**src/rtl/xsleena_map_rom_fetch_if.sv**
```systemverilog
// ----------------------------------------------------------------------------
// xsleena_map_rom_fetch_if
// Bundles the MAP-stage ROM request/response signals and the SDRAM ROM
// channel handshake that pass through the MAP ROM fetch bridge.
//   ROM_req / req_ROM_addr : one-cycle request pulse + word address (MAP side)
//   ROM_data / rom_valid   : registered returned word + freshness flag
//   sdram_req / sdram_addr : level request + word address to the controller
//   sdram_ack / sdram_data : one-cycle ack with read data (controller side)
// Modports:
//   master : the surroundings of the bridge (MAP stage and SDRAM controller)
//   slave  : the fetch bridge itself
// ----------------------------------------------------------------------------
interface xsleena_map_rom_fetch_if #(
   parameter int ADDR_WIDTH = 15,
   parameter int SDRAM_AW   = 24
);
   logic                  ROM_req;
   logic [ADDR_WIDTH-1:0] req_ROM_addr;
   logic [15:0]           ROM_data;
   logic                  rom_valid;
   logic                  sdram_req;
   logic [SDRAM_AW-1:0]   sdram_addr;
   logic                  sdram_ack;
   logic [15:0]           sdram_data;

   modport master (
      output ROM_req, req_ROM_addr, sdram_ack, sdram_data,
      input  ROM_data, rom_valid, sdram_req, sdram_addr
   );

   modport slave (
      input  ROM_req, req_ROM_addr, sdram_ack, sdram_data,
      output ROM_data, rom_valid, sdram_req, sdram_addr
   );
endinterface

```
**src/rtl/xsleena_map_rom_fetch.sv**
```systemverilog
// ----------------------------------------------------------------------------
// xsleena_map_rom_fetch
// Bridges the MAP tilemap stage's ROM requests onto the shared SDRAM ROM
// channel. Repeated requests for the word already held are served locally,
// only the newest outstanding request is kept (latest wins), and a fixed
// SDRAM base offset is added to every address.
// Ports:
//   clk        : master clock, rising edge
//   reset      : synchronous, active-high
//   bus        : slave side of xsleena_map_rom_fetch_if (MAP request/response
//                and SDRAM request/ack/data)
//   fill_count : saturating count of fills delivered to ROM_data
// ----------------------------------------------------------------------------
module xsleena_map_rom_fetch #(
   parameter int                  ADDR_WIDTH = 15,
   parameter int                  SDRAM_AW   = 24,
   parameter logic [SDRAM_AW-1:0] ROM_BASE   = 24'h000000
) (
   input  logic                     clk,
   input  logic                     reset,
   xsleena_map_rom_fetch_if.slave   bus,
   output logic [15:0]              fill_count
);

   typedef enum logic [1:0] {IDLE, BUSY, DROP} state_t;

   state_t                state;
   logic [ADDR_WIDTH-1:0] infl_addr;   // address currently on the SDRAM bus
   logic [ADDR_WIDTH-1:0] pend_addr;   // single pending slot, latest wins
   logic                  pend;
   logic [ADDR_WIDTH-1:0] tag;         // address whose word sits in ROM_data
   logic                  tag_vld;

   logic                  hit;
   logic [ADDR_WIDTH-1:0] reissue_addr;

   // Truncating add: wrap at 2^SDRAM_AW is intentional.
   function automatic logic [SDRAM_AW-1:0] map_addr(input logic [ADDR_WIDTH-1:0] a);
      return ROM_BASE + SDRAM_AW'(a);
   endfunction

   assign hit = tag_vld && (bus.req_ROM_addr == tag);

   // A request arriving in the DROP cycle itself is newer than the slot.
   assign reissue_addr = bus.ROM_req ? bus.req_ROM_addr : pend_addr;

   always_ff @(posedge clk) begin
      if (reset) begin
         state          <= IDLE;
         infl_addr      <= '0;
         pend_addr      <= '0;
         pend           <= 1'b0;
         tag            <= '0;
         tag_vld        <= 1'b0;
         bus.ROM_data   <= 16'h0000;
         bus.rom_valid  <= 1'b0;
         bus.sdram_req  <= 1'b0;
         bus.sdram_addr <= '0;
         fill_count     <= 16'h0000;
      end else begin
         case (state)
            IDLE: begin
               // Acks seen here are spurious and dropped.
               if (bus.ROM_req && !hit) begin
                  bus.sdram_req  <= 1'b1;
                  bus.sdram_addr <= map_addr(bus.req_ROM_addr);
                  infl_addr      <= bus.req_ROM_addr;
                  bus.rom_valid  <= 1'b0;
                  state          <= BUSY;
               end
            end

            BUSY: begin
               if (bus.sdram_ack) begin
                  bus.sdram_req <= 1'b0;
                  if (!pend) begin
                     bus.ROM_data <= bus.sdram_data;
                     tag          <= infl_addr;
                     tag_vld      <= 1'b1;
                     if (fill_count != 16'hFFFF)
                        fill_count <= fill_count + 16'd1;
                     // A request in the ack cycle is ordered after the ack,
                     // so it is compared against the word just written.
                     if (bus.ROM_req && (bus.req_ROM_addr != infl_addr)) begin
                        pend          <= 1'b1;
                        pend_addr     <= bus.req_ROM_addr;
                        bus.rom_valid <= 1'b0;
                        state         <= DROP;
                     end else begin
                        bus.rom_valid <= 1'b1;
                        state         <= IDLE;
                     end
                  end else begin
                     // Stale data: discard and re-issue after one low cycle.
                     // The acked word is dropped, so even a request for the
                     // same address must be fetched again.
                     if (bus.ROM_req)
                        pend_addr <= bus.req_ROM_addr;
                     state <= DROP;
                  end
               end else if (bus.ROM_req) begin
                  // Re-requesting the in-flight word cancels any pending one.
                  pend_addr <= bus.req_ROM_addr;
                  pend      <= (bus.req_ROM_addr != infl_addr);
               end
            end

            DROP: begin
               // sdram_req was low for this one cycle; re-issue now.
               bus.sdram_req  <= 1'b1;
               bus.sdram_addr <= map_addr(reissue_addr);
               infl_addr      <= reissue_addr;
               pend           <= 1'b0;
               state          <= BUSY;
            end

            default: state <= IDLE;
         endcase
      end
   end

endmodule

```
**src/flat_wrapper.sv**
```systemverilog
// flat-port wrapper written by rule: the top's interface ports become plain ports
module xsleena_map_rom_fetch_flat 
#(
   parameter int                  ADDR_WIDTH = 15,
   parameter int                  SDRAM_AW   = 24,
   parameter logic [SDRAM_AW-1:0] ROM_BASE   = 24'h000000
)
  (clk, reset, fill_count, bus_ROM_req, bus_req_ROM_addr, bus_sdram_ack, bus_sdram_data, bus_ROM_data, bus_rom_valid, bus_sdram_req, bus_sdram_addr);
  xsleena_map_rom_fetch_if #(.ADDR_WIDTH(ADDR_WIDTH), .SDRAM_AW(SDRAM_AW)) bus_i ();
  input  logic clk;
  input  logic reset;
  output logic [15:0] fill_count;
  input wire logic [$bits(bus_i.ROM_req)-1:0] bus_ROM_req;
  input wire logic [$bits(bus_i.req_ROM_addr)-1:0] bus_req_ROM_addr;
  input wire logic [$bits(bus_i.sdram_ack)-1:0] bus_sdram_ack;
  input wire logic [$bits(bus_i.sdram_data)-1:0] bus_sdram_data;
  output wire logic [$bits(bus_i.ROM_data)-1:0] bus_ROM_data;
  output wire logic [$bits(bus_i.rom_valid)-1:0] bus_rom_valid;
  output wire logic [$bits(bus_i.sdram_req)-1:0] bus_sdram_req;
  output wire logic [$bits(bus_i.sdram_addr)-1:0] bus_sdram_addr;
  assign bus_i.ROM_req = bus_ROM_req;
  assign bus_i.req_ROM_addr = bus_req_ROM_addr;
  assign bus_i.sdram_ack = bus_sdram_ack;
  assign bus_i.sdram_data = bus_sdram_data;
  assign bus_ROM_data = bus_i.ROM_data;
  assign bus_rom_valid = bus_i.rom_valid;
  assign bus_sdram_req = bus_i.sdram_req;
  assign bus_sdram_addr = bus_i.sdram_addr;
  xsleena_map_rom_fetch #(.ADDR_WIDTH(ADDR_WIDTH), .SDRAM_AW(SDRAM_AW), .ROM_BASE(ROM_BASE)) u_core (.clk(clk), .reset(reset), .bus(bus_i), .fill_count(fill_count));
endmodule
```
**config.mk**
```make
export PLATFORM = sky130hd
export DESIGN_NAME = xsleena_map_rom_fetch_flat
export DESIGN_NICKNAME = d
export VERILOG_FILES = /design/src/rtl/xsleena_map_rom_fetch_if.sv /design/src/rtl/xsleena_map_rom_fetch.sv /design/src/flat_wrapper.sv
export SDC_FILE = /design/constraint.sdc
export NUM_CORES = 1
export LEC_CHECK = 0
export CORE_MARGIN = 1.5
export CORE_UTILIZATION = 50
export DETAILED_ROUTE_END_ITERATION = 12
export MAX_ROUTING_LAYER = met4
export PLACE_DENSITY = 0.81
export SETUP_SLACK_MARGIN = 0.15
export SYNTH_ARGS = -nofsm -noshare
export SYNTH_HDL_FRONTEND = slang
export SYNTH_SLANG_ARGS = --single-unit
```
**constraint.sdc**
```tcl
create_clock -name clk -period 2.8 [get_ports clk]
set_clock_uncertainty 0.1 [all_clocks]
set_input_delay 0.42 -clock clk [delete_from_list [all_inputs] [get_ports clk]]
set_output_delay 0.42 -clock clk [all_outputs]
set_load 0.01 [all_outputs]
```
=== Word-level counts from Yosys, hierarchy flattened ===
Cells that the tools add are included.

* Order comparisons: 0
* Equality and inequality tests: 10
* Reduce and logical (&&, ||, !) cells: 17
* Shift operators: 0
* Multiplexer cells: 26
* $add $sub $neg: 1
* Multipliers: 0
* Bitwise logic cells: 1
* Div/mod/pow operators: 0

{| class="wikitable"
|+ Operator list
! kind !! count
|-
| $mux W15 || 5
|-
| $pmux W24 S2 || 1
|-
| $pmux W15 S2 || 1
|-
| $mux W24 || 1
|-
| $add A16 B1 Y16 const B || 1
|-
| $ne A16 B16 Y1 const B || 1
|-
| $eq A15 B15 Y1 || 1
|-
| $ne A15 B15 Y1 || 1
|-
| $mux W1 || 10
|-
| $mux W2 || 4
|-
| $reduce_and A2 Y1 || 4
|-
| $reduce_and A4 Y1 || 2
|-
| $pmux W2 S3 || 1
|-
| $reduce_and A3 Y1 || 2
|-
| $reduce_bool A2 Y1 || 3
|-
| $ne A2 B2 Y1 const B || 2
|-
| $pmux W1 S2 || 2
|-
| $logic_and A1 B1 Y1 || 3
|-
| $ne A3 B1 Y1 const B || 1
|-
| $ne A3 B3 Y1 const B || 1
|-
| $pmux W1 S3 || 1
|-
| $reduce_bool A3 Y1 || 1
|-
| $eq A2 B1 Y1 const B || 1
|-
| $eq A2 B2 Y1 const B || 1
|-
| 4 further kinds || 4
|}

* Flip-flop bits (word level): 107
* Word-level logic and storage cells: 66
* Output and inout bits: 58
* Input bits: 35
* RAM bits: 0
* Bits in read-only memories: 0
* Bits in latches: 0
* Memories: 0

=== Depth between registers and ports, before layout ===
Gate-level depths: netlist of the first run.

* Word-level depth: 6
* Mapped depth: 7
* Depth with buffers taken out: 6

=== Worst setup path before layout of the first run ===
Ideal clock, no wire load.

* Path type: flip-flop to flip-flop
* Start: reg u_core.fill_count[0]
* End: reg u_core.fill_count[15]
* Required time: 2,572 ps
* Period minus slack after synthesis: 2,009 ps
* Path buffers: 1
* Setup time: 128 ps
* Path slack: 791 ps
* Arrival time: 1,781 ps
* Stages on the path, launching flop included: 8
* Path through: dfxtp_1 -> ha_1 -> and2_1 -> and4_1 -> clkbuf_1 -> or4_1 -> xor2_1 -> nor2_1

* Longest elaborated chain between the ends: 2
* Elaborated cells between the ends (all ways): 3
* Classes of those cells: add/sub: 1; eq/ne: 1; reduce/logical: 1

{| class="wikitable"
|+ Ends and longest elaborated chain
! what !! line !! RTL
|-
| start: declaration || xsleena_map_rom_fetch.sv:22 || <nowiki>output logic [15:0] fill_count</nowiki>
|-
| start signal: assignment || xsleena_map_rom_fetch.sv:81 || <nowiki>fill_count <= fill_count + 16'd1;</nowiki>
|-
| branches (longest 2 deep; another with $add A16 B1 Y16) || -- ||
|}

Several ways; the timed one is not identified.
A chain may end at the register's enable or synchronous reset.

=== Worst setup path in the final report of the first run ===
* Start: in bus_req_ROM_addr[2]
* End: reg u_core.bus.sdram_addr[3]

* Longest elaborated chain between the ends: 6

{| class="wikitable"
|+ Ends and longest elaborated chain
! what !! line !! RTL
|-
| start: declaration || flat_wrapper.sv:14 || <nowiki>input wire logic [$bits(bus_i.req_ROM_addr)-1:0] bus_req_ROM_addr;</nowiki>
|-
| $eq A15 B15 Y1 || xsleena_map_rom_fetch.sv:42 || <nowiki>assign hit = tag_vld && (bus.req_ROM_addr == tag);</nowiki>
|-
| $logic_and A1 B1 Y1 || xsleena_map_rom_fetch.sv:42 ||
|-
| $logic_not A1 Y1 || xsleena_map_rom_fetch.sv:64 || <nowiki>if (bus.ROM_req && !hit) begin</nowiki>
|-
| $logic_and A1 B1 Y1 || xsleena_map_rom_fetch.sv:64 ||
|-
| $ne A2 B1 Y1 (no source line) || -- ||
|-
| $reduce_and A2 Y1 (no source line) || -- ||
|-
| end signal: assignment || xsleena_map_rom_fetch.sv:66 || <nowiki>bus.sdram_addr <= map_addr(bus.req_ROM_addr);</nowiki>
|-
| end signal: assignment || xsleena_map_rom_fetch.sv:111 || <nowiki>bus.sdram_addr <= map_addr(reissue_addr);</nowiki>
|-
| end: declaration || xsleena_map_rom_fetch_if.sv:33 || <nowiki>output ROM_data, rom_valid, sdram_req, sdram_addr</nowiki>
|}

Every way passes these cells.

==> flow_metrics.py, run 1 <==
metrics = {
    "outcome": {
        "status": "finished clean",
    },
    "clock_network": {
        "cts-buffers-inserted": 9,
        "cts_root_buffer": "clkbuf_8",
        "clock_path_buffers": 2,
        "clkLatencyLatePin_ns": 0.35,
        "cts_tree": "done",
        "cts_num_sinks": 83,
        "cts_resized": 0,
        "cts_hold_buf": 0,
        "cts_setup_buffers": 0,
        "clk_pin_slew_worst_paths_ns": 0.08,
        "htreeDepth": 3,
    },
    "synthesis": {
        "ys_warn_count": 0,
        "synthFlopType": "dfxtp_1",
        "synth-edff-count": 0,
        "synthTopCellsByCount": "dfxtp_1, nand2_1, a21oi_1",
        "synth_area_um2": 3980,
        "synth_seq_cells": 83,
        "synth.top_cells.by_area": "dfxtp_1, nand2_1, a21oi_1",
        "synth_cell_types": 39,
        "yosysSeqAreaShare": 0.417,
        "avgSynthCellArea_um2": 8.70,
        "syn_inst": 458,
        "synth_top_area_share": 0.417,
        "async_flop_share": 0,
        "yosysMostFrequentCell": "dfxtp_1",
        "synth_top_area_cell": "dfxtp_1",
    },
    "route": {
        "drt-total-wl_mm": 9.89,
        "drcViolationCount": 0,
        "wl_met2_mm": 4.88,
        "highest_layer": "met4",
        "dr.pass1.iters": 4,
        "via_per_inst": 5.39,
        "drt-wirelength-per-cell_um": 15.4,
        "routedLengthMet1_mm": 4.34,
        "vias": 3466,
        "drtIter0Drc": 158,
        "wl_met3_um": 478,
        "drtAntennaViolNets": 0,
    },
    "sta": {
        "whs_ns": 0.225,
        "timing.final.crit_share": 0.826,
        "drv_slew": 0,
        "fin_setup_tns_ns": 0,
        "layout_min_cycle_time_ns": 2.31,
        "max_freq_mhz": 432,
        "grt_setup_unrepaired": "no",
        "finalSetupViolations": 0,
        "hold_violations": 0,
    },
    "pwr": {
        "seqPwrFrac": 0.522,
        "combinationalPowerShare": 0.157,
        "p_switching_uw": 698,
        "p_int_uw": 1750,
        "peakVddDrop_uv": 258,
        "power_density_nw_per_um2": 482,
        "switching_share": 0.285,
        "clkPwrFrac": 0.321,
        "p_leak_uw": 0.00178,
    },
    "finish": {
        "synthToLayoutAreaGrowth_pct": 27.5,
        "antennaDiodeCount": 0,
        "fin_nets": 572,
        "utilization": 0.657,
        "num-fill-cells": 628,
        "drive_gt1_frac": 0.0813,
    },
    "global_route": {
        "grt_max_degree": 56,
        "grt_pass1_vias": 3391,
        "grt-ovfl-total": 0,
        "track_usage": 0.254,
        "antenna_found_initial": 0,
        "grt_pass1_wl_mm": 16.6,
    },
    "critical_path": {
        "critical_path_class": "in2reg",
        "cp.required_ns": 2.95,
        "critPathLaunchType": "input pin",
        "cp_max_fo": 6,
        "critPathTopFamily": "buffers and inverters",
        "crit_buf_inv": 2,
        "arrival_ns": 2.46,
        "cp-end-kind": "register",
        "path_cells": "clkdlybuf4s50_1, xnor2_1, nand4_1, o41a_1, or2_1, buf_4, a221oi_1",
        "cpMaxStageDelayCell": "clkdlybuf4s50_1",
        "regToRegSetupSlack_ns": 0.71,
        "max_stage_delay_ns": 0.59,
    },
    "floorplanning": {
        "start_util": 0.516,
        "ioPinCount": 93,
        "core_area_um2": 7730,
        "die_x_um": 92.3,
        "dieArea_um2": 8510,
        "rows": 32,
        "die_y_um": 92.3,
    },
    "placed_design": {
        "numPortBuffers": 83,
        "routabilityCongestion": 0.893,
        "place_hpwl_mm": 6.92,
    },
    "worst_hold_path": {
        "hold_class": "in2reg",
    },
    "job": {
        "cap_viol_max_count": 0,
    },
}
registers in the layout (all words and copies together), names as in the netlist:
register	flops
u_core.bus.ROM_data	16
u_core.fill_count	16
u_core.bus.sdram_addr	15
u_core.pend_addr	15
u_core.tag	15
u_core.state	2
u_core.bus.rom_valid	1
u_core.bus.sdram_req	1
u_core.pend	1
u_core.tag_vld	1
per-stage QoR:
| step | cell area, um2 | instances | total power [uW] | setup WS [ns] |
|---|---|---|---|---|
| 3_5_place_dp | 4900 | 627 | 1690 | 0.128 |
| 2_1_floorplan | 4010 | 466 | 1510 | 0.791 |
| 4_1_cts | 5080 | 643 | 2460 | 0.497 |
| 3_3_place_gp | 4900 | 627 | 1680 | 0.196 |
| 5_1_grt | 5080 | 643 | 2560 | 0.371 |
| 6_report | 5080 | 643 | 2450 | 0.488 |
cells in the final DEF, fill, tap and decap left out, types with 2 or more instances in the layout:
cell	n
a21oi_1	39
a221oi_1	6
and3_1	2
nand2b_1	31
buf_4	14
and2_1	2
nor2b_1	18
nand2_1	69
nand4_1	13
dfxtp_1	83
clkdlybuf4s50_1	82
o211ai_1	2
and4_1	3
a221oi_2	10
conb_1	9
nor3_1	3
nand3_1	7
mux2i_1	16
clkinv_4	3
clkbuf_8	9
xor2_1	22
nor2_1	18
or2_1	2
or4_1	2
a211oi_1	18
clkinv_2	2
xnor2_1	22
nor4_1	3
inv_1	17
worst register-to-register path: stages (launching register included):
cell	delay, ns
dfxtp_1	0.36
ha_1	0.29
and2_1	0.21
and4_1	0.29
or4_1	0.51
xor2_1	0.15
nor2_1	0.06
routing by layer:
layer,GRT usage,up-vias
met5,-,-
met4,0.0949,0
met3,0.0506,18
met2,0.407,115
met1,0.318,1638
li1,-,1695
power groups by stage:
stage               registers [uW]  clock network (uW)  logic [uW]
finish                        1280                 787         384
global route                  1280                 853         419
CTS                           1280                 799         386
detailed placement            1310                   0         382
global placement              1300                   0         374
floorplan                     1300                   0         208
cell type report:
cell class | count | area [um2] | share of cell area
multi-input cells | 327 | 2100 | 0.413
flip-flops and latches | 83 | 1660 | 0.327
clock inverters | 7 | 52.6 | 0.0103
inverters | 17 | 63.8 | 0.0126
well taps | 102 | 128 | 0.0251
repair buffers | 98 | 951 | 0.187
clock buffers | 9 | 124 | 0.0244
worst paths after layout:
kind	startpoint	end	cells after the start
worst min register to register	u_core.bus.ROM_data[0]	u_core.bus.ROM_data[0]	2
worst max register to register	u_core.fill_count[0]	u_core.fill_count[11]	6
worst min-delay path	reset	u_core.tag[3]	2
worst max-delay path	bus_req_ROM_addr[2]	u_core.bus.sdram_addr[3]	7
cells by family after synthesis:
| kind of cell | synth area share |
|---|---|
| simple gates | 0.223 |
| flops | 0.417 |
| compound gates | 0.151 |
| buf+inv | 0.0672 |
| xor+xnor | 0.0967 |
| mux | 0.0402 |
| fa+ha+maj | 0.00314 |
| other cells | 0.000941 |
(Power assumes the default switching activity.)
==> run 2: changes to the inputs <==
- clock period: 2.8 -> 2.15 ns (I/O delays scaled with it)
==> run 2 against run 1 <==
Clock power rose by 87%. Sequential share of layout area fell by 2.2 points. Hold slack improved by 0.12 ns. Cell area rose by 7.7%. Routed wire length rose by 6.2%. Combinational power rose by 47%. Cell count rose by 4.0%. Non-clock buffer count rose by 26. First-iteration DRC count rose by 17%.
==> flow_metrics.py, run 2 (synthesized netlist as in run 1, its figures left out) <==
metrics = {
    "route": {
        "drt-total-wl_mm": 10.5,
        "drtIter0Drc": 185,
        "vias": 3595,
        "drtAntennaViolNets": 0,
        "via_per_inst": 5.37,
        "drt-wirelength-per-cell_um": 15.7,
        "dr.pass1.iters": 5,
        "drcViolationCount": 0,
    },
    "job": {
        "cap_viol_max_count": 0,
    },
    "critical_path": {
        "cp-end-kind": "register",
        "path_cells": "xor2_1, nor4_2, buf_4, nand4_1, o311a_1, buf_6, mux2i_1",
        "arrival_ns": 2.14,
        "max_stage_delay_ns": 0.40,
        "cp_max_fo": 9,
        "cpMaxStageDelayCell": "o311a_1",
        "cp.required_ns": 2.29,
        "critPathLaunchType": "register",
        "crit_buf_inv": 2,
        "critPathTopFamily": "simple AND/OR/NAND/NOR gates",
        "critical_path_class": "reg2reg",
    },
    "global_route": {
        "grt-ovfl-total": 0,
        "grt_pass1_wl_mm": 16.6,
        "antenna_found_initial": 0,
        "track_usage": 0.255,
        "grt_pass1_vias": 3514,
        "grt_max_degree": 99,
    },
    "floorplanning": {
        "die_x_um": 92.3,
        "ioPinCount": 93,
        "rows": 32,
        "dieArea_um2": 8510,
        "die_y_um": 92.3,
        "core_area_um2": 7730,
        "start_util": 0.516,
    },
    "placed_design": {
        "dp_cells": 652,
        "numPortBuffers": 83,
        "place_hpwl_mm": 6.85,
        "routabilityCongestion": 0.839,
    },
    "clock_network": {
        "clkLatencyLatePin_ns": 0.35,
        "cts-buffers-inserted": 9,
        "cts_num_sinks": 83,
        "clock_path_buffers": 2,
        "clk_pin_slew_worst_paths_ns": 0.09,
        "htreeDepth": 3,
        "cts_tree": "done",
        "cts_root_buffer": "clkbuf_8",
    },
    "pwr": {
        "p_leak_uw": 0.00201,
        "power_density_nw_per_um2": 675,
        "peakVddDrop_uv": 361,
    },
    "finish": {
        "layout_commonest_cell": "dfxtp_1",
        "synthToLayoutAreaGrowth_pct": 37.3,
        "fin_nets": 598,
        "num-fill-cells": 593,
        "finalNonFillerCells": 669,
        "drive_gt1_frac": 0.157,
        "antennaDiodeCount": 0,
        "top_regs": "u_core.bus.ROM_data (16), u_core.fill_count (16)",
        "mostFrequentLayoutCells": "dfxtp_1, nand2_1, clkdlybuf4s50_1",
    },
    "sta": {
        "drv_slew": 0,
        "max_freq_mhz": 502,
        "grt_setup_unrepaired": "yes",
        "layout_min_cycle_time_ns": 1.99,
        "finalSetupViolations": 0,
        "hold_violations": 0,
        "timing.final.crit_share": 0.927,
        "whs_ns": 0.348,
    },
    "worst_hold_path": {
        "hold_class": "in2reg",
    },
    "outcome": {
        "status": "finished clean",
    },
}
## run 2: changes by cell type in the layout (fill, tap and decap cells not counted), sizes merged
cell / delta
clkdlybuf4s50: -15
dlygate4sd2: +13
buf: +26
clkinv: -4
clkinvlp: +1
bufinv: +4
dlymetal6s2s: +2
inv: -1
## run 2: stage by stage
step	instance area, um2	utilization	setup WS (ns)	power, uW	TNS [ns]
global placement	5110	0.661	-0.308	2220	-9.65
floorplan	4020	-	0.188	1970	0
finish	5470	0.708	0.156	3700	0
CTS	5380	0.696	0.153	3690	0
detailed placement	5110	0.661	-0.387	2230	-10.48
global route	5470	0.708	0.0572	3830	0
## run 2: repair_timing
item,in CTS,in global routing
pin swaps,6,9
buffers inserted,0,1
hold buffers,0,0
endpoints found under the setup margin,33,34
gates resized for setup,19,20
## run 2: path summary, 6_finish.rpt
| path | startpoint | to | slack [ns] | cells past startpoint |
|---|---|---|---|---|
| max | u_core.bus.sdram_addr[5] | u_core.pend_addr[5] | 0.16 | 7 |
| min | bus_req_ROM_addr[4] | u_core.pend_addr[4] | 0.35 | 3 |
| max reg2reg | u_core.bus.sdram_addr[5] | u_core.pend_addr[5] | 0.16 | 7 |
| min reg2reg | u_core.bus.ROM_data[15] | u_core.bus.ROM_data[15] | 0.36 | 2 |
## run 2: cell type report
cell class | instances | area, um2 | area share
Tap cell | 102 | 128 | 0.0233
Timing Repair Buffer | 124 | 1160 | 0.212
Clock inverter | 7 | 140 | 0.0256
Multi-Input combinational cell | 327 | 2190 | 0.399
Sequential cell | 83 | 1670 | 0.305
Inverter | 17 | 63.8 | 0.0117
Clock buffer | 9 | 124 | 0.0226
## run 2: power by group
part           switching [uW]  internal, uW  leakage [uW]  total (uW)
combinational             276           290       0.00120         566
clock                     585           887      0.000125        1470
sequential               58.9          1600      0.000678        1660
## run 2: worst register-to-register path, cell delays in order, from the launching register on
cell and delay, ns:
dfxtp_2 0.33, xor2_1 0.16, nor4_2 0.30, buf_4 0.16, nand4_1 0.13, o311a_1 0.40, buf_6 0.17, mux2i_1 0.13
## run 2: metal layers
| layer | GRT usage | wire (um) |
|---|---|---|
| met1 | 0.322 | 4620 |
| met5 | - | 0 |
| met4 | 0.0949 | 167 |
| met3 | 0.0323 | 490 |
| met2 | 0.417 | 5230 |
